### src/rtl/fetch_pkg.sv
// -----------------------------------------------------------------------------
// fetch_pkg
// Shared definitions for the instruction fetch stage:
//   - default address/data widths, reset PC and buffer depth
//   - fetch FSM state encoding
//   - fetch buffer entry layout (PC of the fetched byte plus the byte itself)
// -----------------------------------------------------------------------------
package fetch_pkg;

    localparam int              FETCH_ADDR_WIDTH = 8;
    localparam int              FETCH_DATA_WIDTH = 8;
    localparam logic [7:0]      FETCH_RESET_PC   = 8'h00;
    localparam int              FETCH_FIFO_DEPTH = 2;

    // BOOT : single idle cycle after reset release
    // RUN  : normal fetch
    // HALTED: fetch stopped until a redirect, buffer keeps draining
    typedef enum logic [1:0] {
        BOOT   = 2'd0,
        RUN    = 2'd1,
        HALTED = 2'd2
    } fetch_state_t;

    typedef struct packed {
        logic [FETCH_ADDR_WIDTH-1:0] pc;
        logic [FETCH_DATA_WIDTH-1:0] instr;
    } fetch_entry_t;

    // Next sequential PC; wraps naturally at 2^width.
    function automatic logic [FETCH_ADDR_WIDTH-1:0] next_pc(
        input logic [FETCH_ADDR_WIDTH-1:0] pc
    );
        return pc + FETCH_ADDR_WIDTH'(1);
    endfunction

endpackage : fetch_pkg

### src/rtl/fetch_fifo.sv
// -----------------------------------------------------------------------------
// fetch_fifo
// Small synchronous FIFO holding fetch entries between the PC/capture logic
// and the decoder.
//
// Ports:
//   clk        in   clock, all state on rising edge
//   rst_n      in   asynchronous active-low reset, empties the FIFO
//   i_push     in   write i_push_data at the tail (ignored when full unless
//                   a pop happens in the same cycle)
//   i_push_data in  entry to write
//   i_pop      in   remove the head (ignored when empty)
//   i_flush    in   discard every entry; overrides push and pop
//   o_head     out  head entry, all zeros when empty
//   o_full     out  count == DEPTH
//   o_empty    out  count == 0
//   o_count    out  number of stored entries
//
// DEPTH must be a power of two (>= 2) so the pointers wrap for free.
// -----------------------------------------------------------------------------
module fetch_fifo
    import fetch_pkg::*;
#(
    parameter type T     = fetch_entry_t,
    parameter int  DEPTH = FETCH_FIFO_DEPTH,
    localparam int PTR_W = $clog2(DEPTH),
    localparam int CNT_W = $clog2(DEPTH + 1)
) (
    input  logic             clk,
    input  logic             rst_n,
    input  logic             i_push,
    input  T                 i_push_data,
    input  logic             i_pop,
    input  logic             i_flush,
    output T                 o_head,
    output logic             o_full,
    output logic             o_empty,
    output logic [CNT_W-1:0] o_count
);

    T                 r_mem [DEPTH];
    logic [PTR_W-1:0] r_wr_ptr;
    logic [PTR_W-1:0] r_rd_ptr;
    logic [CNT_W-1:0] r_count;

    logic             w_full;
    logic             w_empty;
    logic             w_do_push;
    logic             w_do_pop;

    assign w_full  = (r_count == CNT_W'(DEPTH));
    assign w_empty = (r_count == '0);

    // A push into a full FIFO is accepted when the head leaves in the same
    // cycle; the freed slot is reused and the count stays put.
    assign w_do_pop  = i_pop & ~w_empty;
    assign w_do_push = i_push & (~w_full | w_do_pop);

    always_ff @(posedge clk or negedge rst_n) begin
        if (!rst_n) begin
            r_wr_ptr <= '0;
            r_rd_ptr <= '0;
            r_count  <= '0;
        end else if (i_flush) begin
            r_wr_ptr <= '0;
            r_rd_ptr <= '0;
            r_count  <= '0;
        end else begin
            if (w_do_push) begin
                r_wr_ptr <= r_wr_ptr + PTR_W'(1);
            end
            if (w_do_pop) begin
                r_rd_ptr <= r_rd_ptr + PTR_W'(1);
            end
            case ({w_do_push, w_do_pop})
                2'b10:   r_count <= r_count + CNT_W'(1);
                2'b01:   r_count <= r_count - CNT_W'(1);
                default: r_count <= r_count;
            endcase
        end
    end

    always_ff @(posedge clk or negedge rst_n) begin
        if (!rst_n) begin
            for (int i = 0; i < DEPTH; i++) begin
                r_mem[i] <= '0;
            end
        end else if (w_do_push && !i_flush) begin
            r_mem[r_wr_ptr] <= i_push_data;
        end
    end

    // Head reads zero when nothing is buffered so downstream never sees
    // stale data on an invalid cycle.
    assign o_head  = w_empty ? T'('0) : r_mem[r_rd_ptr];
    assign o_full  = w_full;
    assign o_empty = w_empty;
    assign o_count = r_count;

endmodule : fetch_fifo

### src/rtl/instruction_fetch.sv
// -----------------------------------------------------------------------------
// instruction_fetch
// Fetch stage in front of a combinational instruction memory. Owns the PC,
// captures the byte returned for the current PC into a small buffer and
// offers buffered entries to the decoder.
//
// Ports:
//   clk                 in   clock, all state on rising edge
//   rst_n               in   asynchronous active-low reset
//   instruction_address out  PC register, drives the memory address
//   instruction_data    in   memory read data for instruction_address
//   fetch_valid         out  buffer head valid
//   fetch_instr         out  head instruction (0 when not valid)
//   fetch_pc            out  head PC (0 when not valid)
//   fetch_ready         in   decoder accepts the head this cycle
//   redirect_valid      in   flush the buffer and load redirect_target
//   redirect_target     in   new PC
//   halt_req            in   stop fetching until the next redirect
//   halted              out  FSM is in HALTED
//
// Handshake: an entry moves to the decoder on every rising edge where
// fetch_valid and fetch_ready are both high. While fetch_valid is high and
// fetch_ready is low, fetch_instr/fetch_pc are held stable. fetch_valid does
// not depend on fetch_ready.
// -----------------------------------------------------------------------------
module instruction_fetch
    import fetch_pkg::*;
#(
    parameter int                    ADDR_WIDTH = FETCH_ADDR_WIDTH,
    parameter int                    DATA_WIDTH = FETCH_DATA_WIDTH,
    parameter logic [ADDR_WIDTH-1:0] RESET_PC   = ADDR_WIDTH'(FETCH_RESET_PC),
    parameter int                    FIFO_DEPTH = FETCH_FIFO_DEPTH
) (
    input  logic                  clk,
    input  logic                  rst_n,
    output logic [ADDR_WIDTH-1:0] instruction_address,
    input  logic [DATA_WIDTH-1:0] instruction_data,
    output logic                  fetch_valid,
    output logic [DATA_WIDTH-1:0] fetch_instr,
    output logic [ADDR_WIDTH-1:0] fetch_pc,
    input  logic                  fetch_ready,
    input  logic                  redirect_valid,
    input  logic [ADDR_WIDTH-1:0] redirect_target,
    input  logic                  halt_req,
    output logic                  halted
);

    localparam logic [1:0] ST_BOOT   = 2'(BOOT);
    localparam logic [1:0] ST_RUN    = 2'(RUN);
    localparam logic [1:0] ST_HALTED = 2'(HALTED);
    localparam int         CNT_W     = $clog2(FIFO_DEPTH + 1);

    // Entry layout follows the module parameters rather than the package
    // defaults so non-default widths still work.
    typedef struct packed {
        logic [ADDR_WIDTH-1:0] pc;
        logic [DATA_WIDTH-1:0] instr;
    } entry_t;

    logic [1:0]            r_state;
    logic [1:0]            w_state_next;
    logic [ADDR_WIDTH-1:0] r_pc;

    entry_t                w_push_entry;
    entry_t                w_head;
    logic                  w_full;
    logic                  w_empty;
    logic [CNT_W-1:0]      w_count;
    logic                  w_pop;
    logic                  w_capture;

    // -------------------------------------------------------------------------
    // Handshake and capture decision
    // -------------------------------------------------------------------------
    assign w_pop = ~w_empty & fetch_ready;

    // Capture only in RUN, never in a halt or redirect cycle, and only when
    // a slot is free or is being freed by a same-cycle pop.
    assign w_capture = (r_state == ST_RUN) & ~halt_req & ~redirect_valid
                     & (~w_full | w_pop);

    assign w_push_entry.pc    = r_pc;
    assign w_push_entry.instr = instruction_data;

    // -------------------------------------------------------------------------
    // FSM
    // -------------------------------------------------------------------------
    always_comb begin
        w_state_next = r_state;
        case (r_state)
            // A redirect during BOOT is applied to PC/FIFO; the state moves to
            // RUN regardless.
            ST_BOOT: w_state_next = ST_RUN;
            ST_RUN: begin
                if (halt_req && !redirect_valid) begin
                    w_state_next = ST_HALTED;
                end
            end
            ST_HALTED: begin
                if (redirect_valid) begin
                    w_state_next = ST_RUN;
                end
            end
            default: w_state_next = ST_BOOT;
        endcase
    end

    always_ff @(posedge clk or negedge rst_n) begin
        if (!rst_n) begin
            r_state <= ST_BOOT;
        end else begin
            r_state <= w_state_next;
        end
    end

    // -------------------------------------------------------------------------
    // Program counter: redirect beats capture; otherwise hold.
    // -------------------------------------------------------------------------
    always_ff @(posedge clk or negedge rst_n) begin
        if (!rst_n) begin
            r_pc <= RESET_PC;
        end else if (redirect_valid) begin
            r_pc <= redirect_target;
        end else if (w_capture) begin
            r_pc <= r_pc + ADDR_WIDTH'(1);
        end
    end

    // -------------------------------------------------------------------------
    // Fetch buffer. A redirect flushes it, discarding the head even if the
    // decoder accepted it in the same cycle.
    // -------------------------------------------------------------------------
    fetch_fifo #(
        .T     (entry_t),
        .DEPTH (FIFO_DEPTH)
    ) u_fifo (
        .clk         (clk),
        .rst_n       (rst_n),
        .i_push      (w_capture),
        .i_push_data (w_push_entry),
        .i_pop       (w_pop),
        .i_flush     (redirect_valid),
        .o_head      (w_head),
        .o_full      (w_full),
        .o_empty     (w_empty),
        .o_count     (w_count)
    );

    // -------------------------------------------------------------------------
    // Outputs
    // -------------------------------------------------------------------------
    assign instruction_address = r_pc;
    assign fetch_valid         = ~w_empty;
    assign fetch_instr         = w_head.instr;
    assign fetch_pc            = w_head.pc;
    assign halted              = (r_state == ST_HALTED);

    // Count is exported by the FIFO for observability; the capture decision
    // only needs full/empty.
    logic w_count_unused;
    assign w_count_unused = ^w_count;

endmodule : instruction_fetch

### config.mk
export PLATFORM = sky130hd
export DESIGN_NAME = instruction_fetch
export DESIGN_NICKNAME = d
export VERILOG_FILES = /design/src/rtl/fetch_pkg.sv /design/src/rtl/fetch_fifo.sv /design/src/rtl/instruction_fetch.sv
export SDC_FILE = /design/constraint.sdc
export NUM_CORES = 1
export LEC_CHECK = 0
export ABC_AREA = 0
export ABC_CLOCK_PERIOD_IN_PS = 2250
export BUFFER_PORTS_ARGS = -buffer_cell sky130_fd_sc_hd__buf_2
export CAP_MARGIN = 20
export CORE_MARGIN = 3
export CORE_UTILIZATION = 35
export DETAILED_ROUTE_END_ITERATION = 10
export PLACE_DENSITY_LB_ADDON = 0.25
export SLEW_MARGIN = 30
export SYNTH_ARGS = -nofsm -noshare
export SYNTH_HDL_FRONTEND = slang
export SYNTH_SLANG_ARGS = --single-unit
### constraint.sdc
create_clock -name clk -period 2.25 [get_ports clk]
set_input_delay 0.225 -clock clk [delete_from_list [all_inputs] [get_ports clk]]
set_output_delay 0.225 -clock clk [all_outputs]
set_load 0.005 [all_outputs]
==> impl_metrics.json <==
{
  "crit_path_max_incr_delay_ns": 0.59,
  "crit_path_end_kind": "flop",
  "met1_usage": 0.181,
  "maxCapViolations": 0,
  "grt_pass1_vias": 1624,
  "tightestPinTransition_ns": 0.534,
  "synthDistinctLibCells": 36,
  "syn2layout_area_growth_pct": 20.8,
  "synth_edf_count": 0,
  "setup_tns_ns": 0,
  "synthMuxAreaShare": 0.250,
  "cp-start-kind": "flop",
  "portBuffers": 46,
  "p_per_area_mw_per_mm2": 919,
  "outcome": "finished, final reports clean",
  "tritoncts": "yes",
  "leakagePower_nw": 1.31,
  "sw_frac_of_total": 0.272,
  "synthTopCellsByArea": "dfrtp_1, mux2_2, mux2i_1",
  "die_h_um": 86.5,
  "clkTransAtPathRegs_ns": 0.09,
  "p_int_mw": 1.83,
  "cp_slowest_cell": "or4b_4",
  "cp_cell_sequence": "or4b_4 -> nor2_4 -> nand2_4 -> mux2_4",
  "slew_viol_final": 0,
  "synth-compound-area-share": 0.0756,
  "grt_pass1_wl_mm": 8.11,
  "syn-num-nets": 208,
  "clock.fmax_mhz": 513,
  "grt.busiest_layer": "met2",
  "mostFrequentLayoutCells": "buf_2, dfrtp_1, nor2_1, mux2_2, mux2i_1",
  "ant_nets": 0,
  "required_ns": 2.43,
  "start_util": 0.372,
  "cts_sinks": 46,
  "dr.pass1.iters": 4,
  "ys_ff_latch": 46,
  "clk_latency_ns": 0.29,
  "drive_gt1_frac": 0.421,
  "setup_viol": 0,
  "synth_top_cell_area_share": 0.507,
  "timing.hold.worst.class": "input port to flop",
  "antenna_found_initial": 0,
  "grt_overflow": 0,
  "final.min_clock_period_ns": 1.95,
  "cts_buffer_depth": 2,
  "synth_top_family_by_area": "multiplexers",
  "wl_mm": 4.86,
  "cts_resized": 0,
  "root_buffer": "clkbuf_8",
  "irDropWorstVdd_uv": 333,
  "p_sw_uw": 684,
  "fp.dieArea_mm2": 0.00748,
  "avgRoutedWirePerCell_um": 15.3,
  "place_area_mm2": 0.00262,
  "synth_area_mm2": 0.00227,
  "pwr-share-clk": 0.245,
  "synth_top_cell_by_area": "dfrtp_1",
  "grt_usage": 0.139,
  "synth-main-ff-cell": "dfrtp_1",
  "maxSlewHeadroom": 0.644,
  "drc": 0,
  "grt.met3_usage": 0.0475,
  "cts_setup_buffers": 0,
  "dp.cells": 308,
  "async_flop_share": 1.00,
  "rsz0062_at_grt": "no",
  "nFillCells": 595,
  "worstSetupPathType": "flop to flop",
  "cts_hold_buf": 1,
  "dr.first_iter.drc_count": 60,
  "hold_viol_final": 0,
  "finClkSkew_ns": 0.00606,
  "synth-xor-area-share": 0.00386,
  "synth-adder-area-share": 0.00552,
  "seqPwrFrac": 0.511,
  "power.total_mw": 2.52,
  "ys.warnings.count": 0,
  "pwr-share-comb": 0.244,
  "fin_util": 0.450,
  "gp_congestion": 0.767,
  "synth_cells": 186,
  "viasPerCell": 5.02,
  "post-route-period-util": 0.867,
  "synthSimpleGateAreaFrac": 0.128,
  "cts_made_buffers": 5,
  "insertedDiodeCount": 0,
  "grt_max_degree": 25,
  "die_w_um": 86.5,
  "fin_cells": 317,
  "fin_area_mm2": 0.00274,
  "place_hpwl_mm": 3.47,
  "cts_max_level": 2,
  "yosysSeqAreaShare": 0.507,
  "use_met2": 0.224,
  "nets": 263,
  "crit_arrival_ns": 2.13,
  "core-area_mm2": 0.00610,
  "vias": 1592,
  "rows": 28,
  "boundaryPins": 47,
  "crit_fanout": 16,
  "syn_area_per_cell_um2": 12.2
}
-- worst max-delay path: cells and delay by family (launching register included) --
kind / cells / cell delay (ns)
mux: 1 / 0.35
simple gates: 3 / 1.02
flops: 1 / 0.45
-- per-layer routing --
layer  part of all wire  vias up
met5                  0        -
met4             0.0051        0
met3              0.058        2
met2               0.48       38
met1               0.46      773
li1                   -      779
-- stage by stage --
step	hold WS (ns)	setup slack (ns)
after floorplan	-0.0706	0.381
after global placement	0.236	0.288
after detailed placement	0.237	0.252
after CTS	0.125	0.297
after global routing	0.135	0.220
final	0.135	0.300
-- sequential cells by signal, indices dropped and copies added (netlist names) --
| register | flops |
|---|---|
| u_fifo.r_mem | 32 |
| u_fifo.o_count | 2 |
| instruction_address | 8 |
| u_fifo.r_rd_ptr | 1 |
| u_fifo.r_wr_ptr | 1 |
| r_state | 2 |
-- worst paths after layout --
path,startpoint,end,slack [ns],cells past startpoint
max,r_state[1],u_fifo.r_mem[6],0.30,4
min,redirect_target[1],instruction_address[1],0.13,3
max reg2reg,r_state[1],u_fifo.r_mem[6],0.30,4
min reg2reg,u_fifo.r_mem[26],u_fifo.r_mem[26],0.51,1
max in group asynchronous,rst_n,r_state[1],1.23,3
min in group asynchronous,rst_n,u_fifo.r_mem[17],0.43,2
-- power groups by stage --
stage / Sequential [mW] / Clock [mW] / Combinational [mW]
after floorplan: 1.25 / 0 / 0.474
after global placement: 1.30 / 0 / 0.601
after detailed placement: 1.31 / 0 / 0.624
after CTS: 1.29 / 0.641 / 0.627
after global routing: 1.33 / 0.682 / 0.682
final: 1.29 / 0.617 / 0.615
-- cell usage after synthesis, types with 2 or more instances --
master / instances
nand2_1: 8
o21ai_0: 6
dfrtp_1: 46
a21oi_1: 4
mux2i_1: 17
nor2b_1: 2
inv_1: 3
a221o_1: 4
nor3_1: 7
nor2_1: 22
buf_6: 3
a21o_1: 3
clkbuf_1: 3
mux2_2: 22
mux2_4: 10
and3_1: 3
nor3b_1: 2
nand3_1: 3
-- kinds of logic after synthesis --
logic type | after synthesis
AO/OA/AOI/OAI | 24
XOR/XNOR | 1
adder cells (fa/ha/maj) | 1
buffers and inverters | 11
flip-flops | 46
multiplexers | 49
AND/OR/NAND/NOR | 54
-- cell type report --
type                       instances  area (um2)  share of cell area
sequential                        46        1150               0.420
multi-input combinational        129        1050               0.384
timing repair buffer              56         320               0.117
tap                               75        93.8              0.0342
clock buffer                       5        68.8              0.0251
clock inverter                     3        43.8              0.0160
inverter                           3        11.3             0.00411
Power figures use the tool's default switching activity.
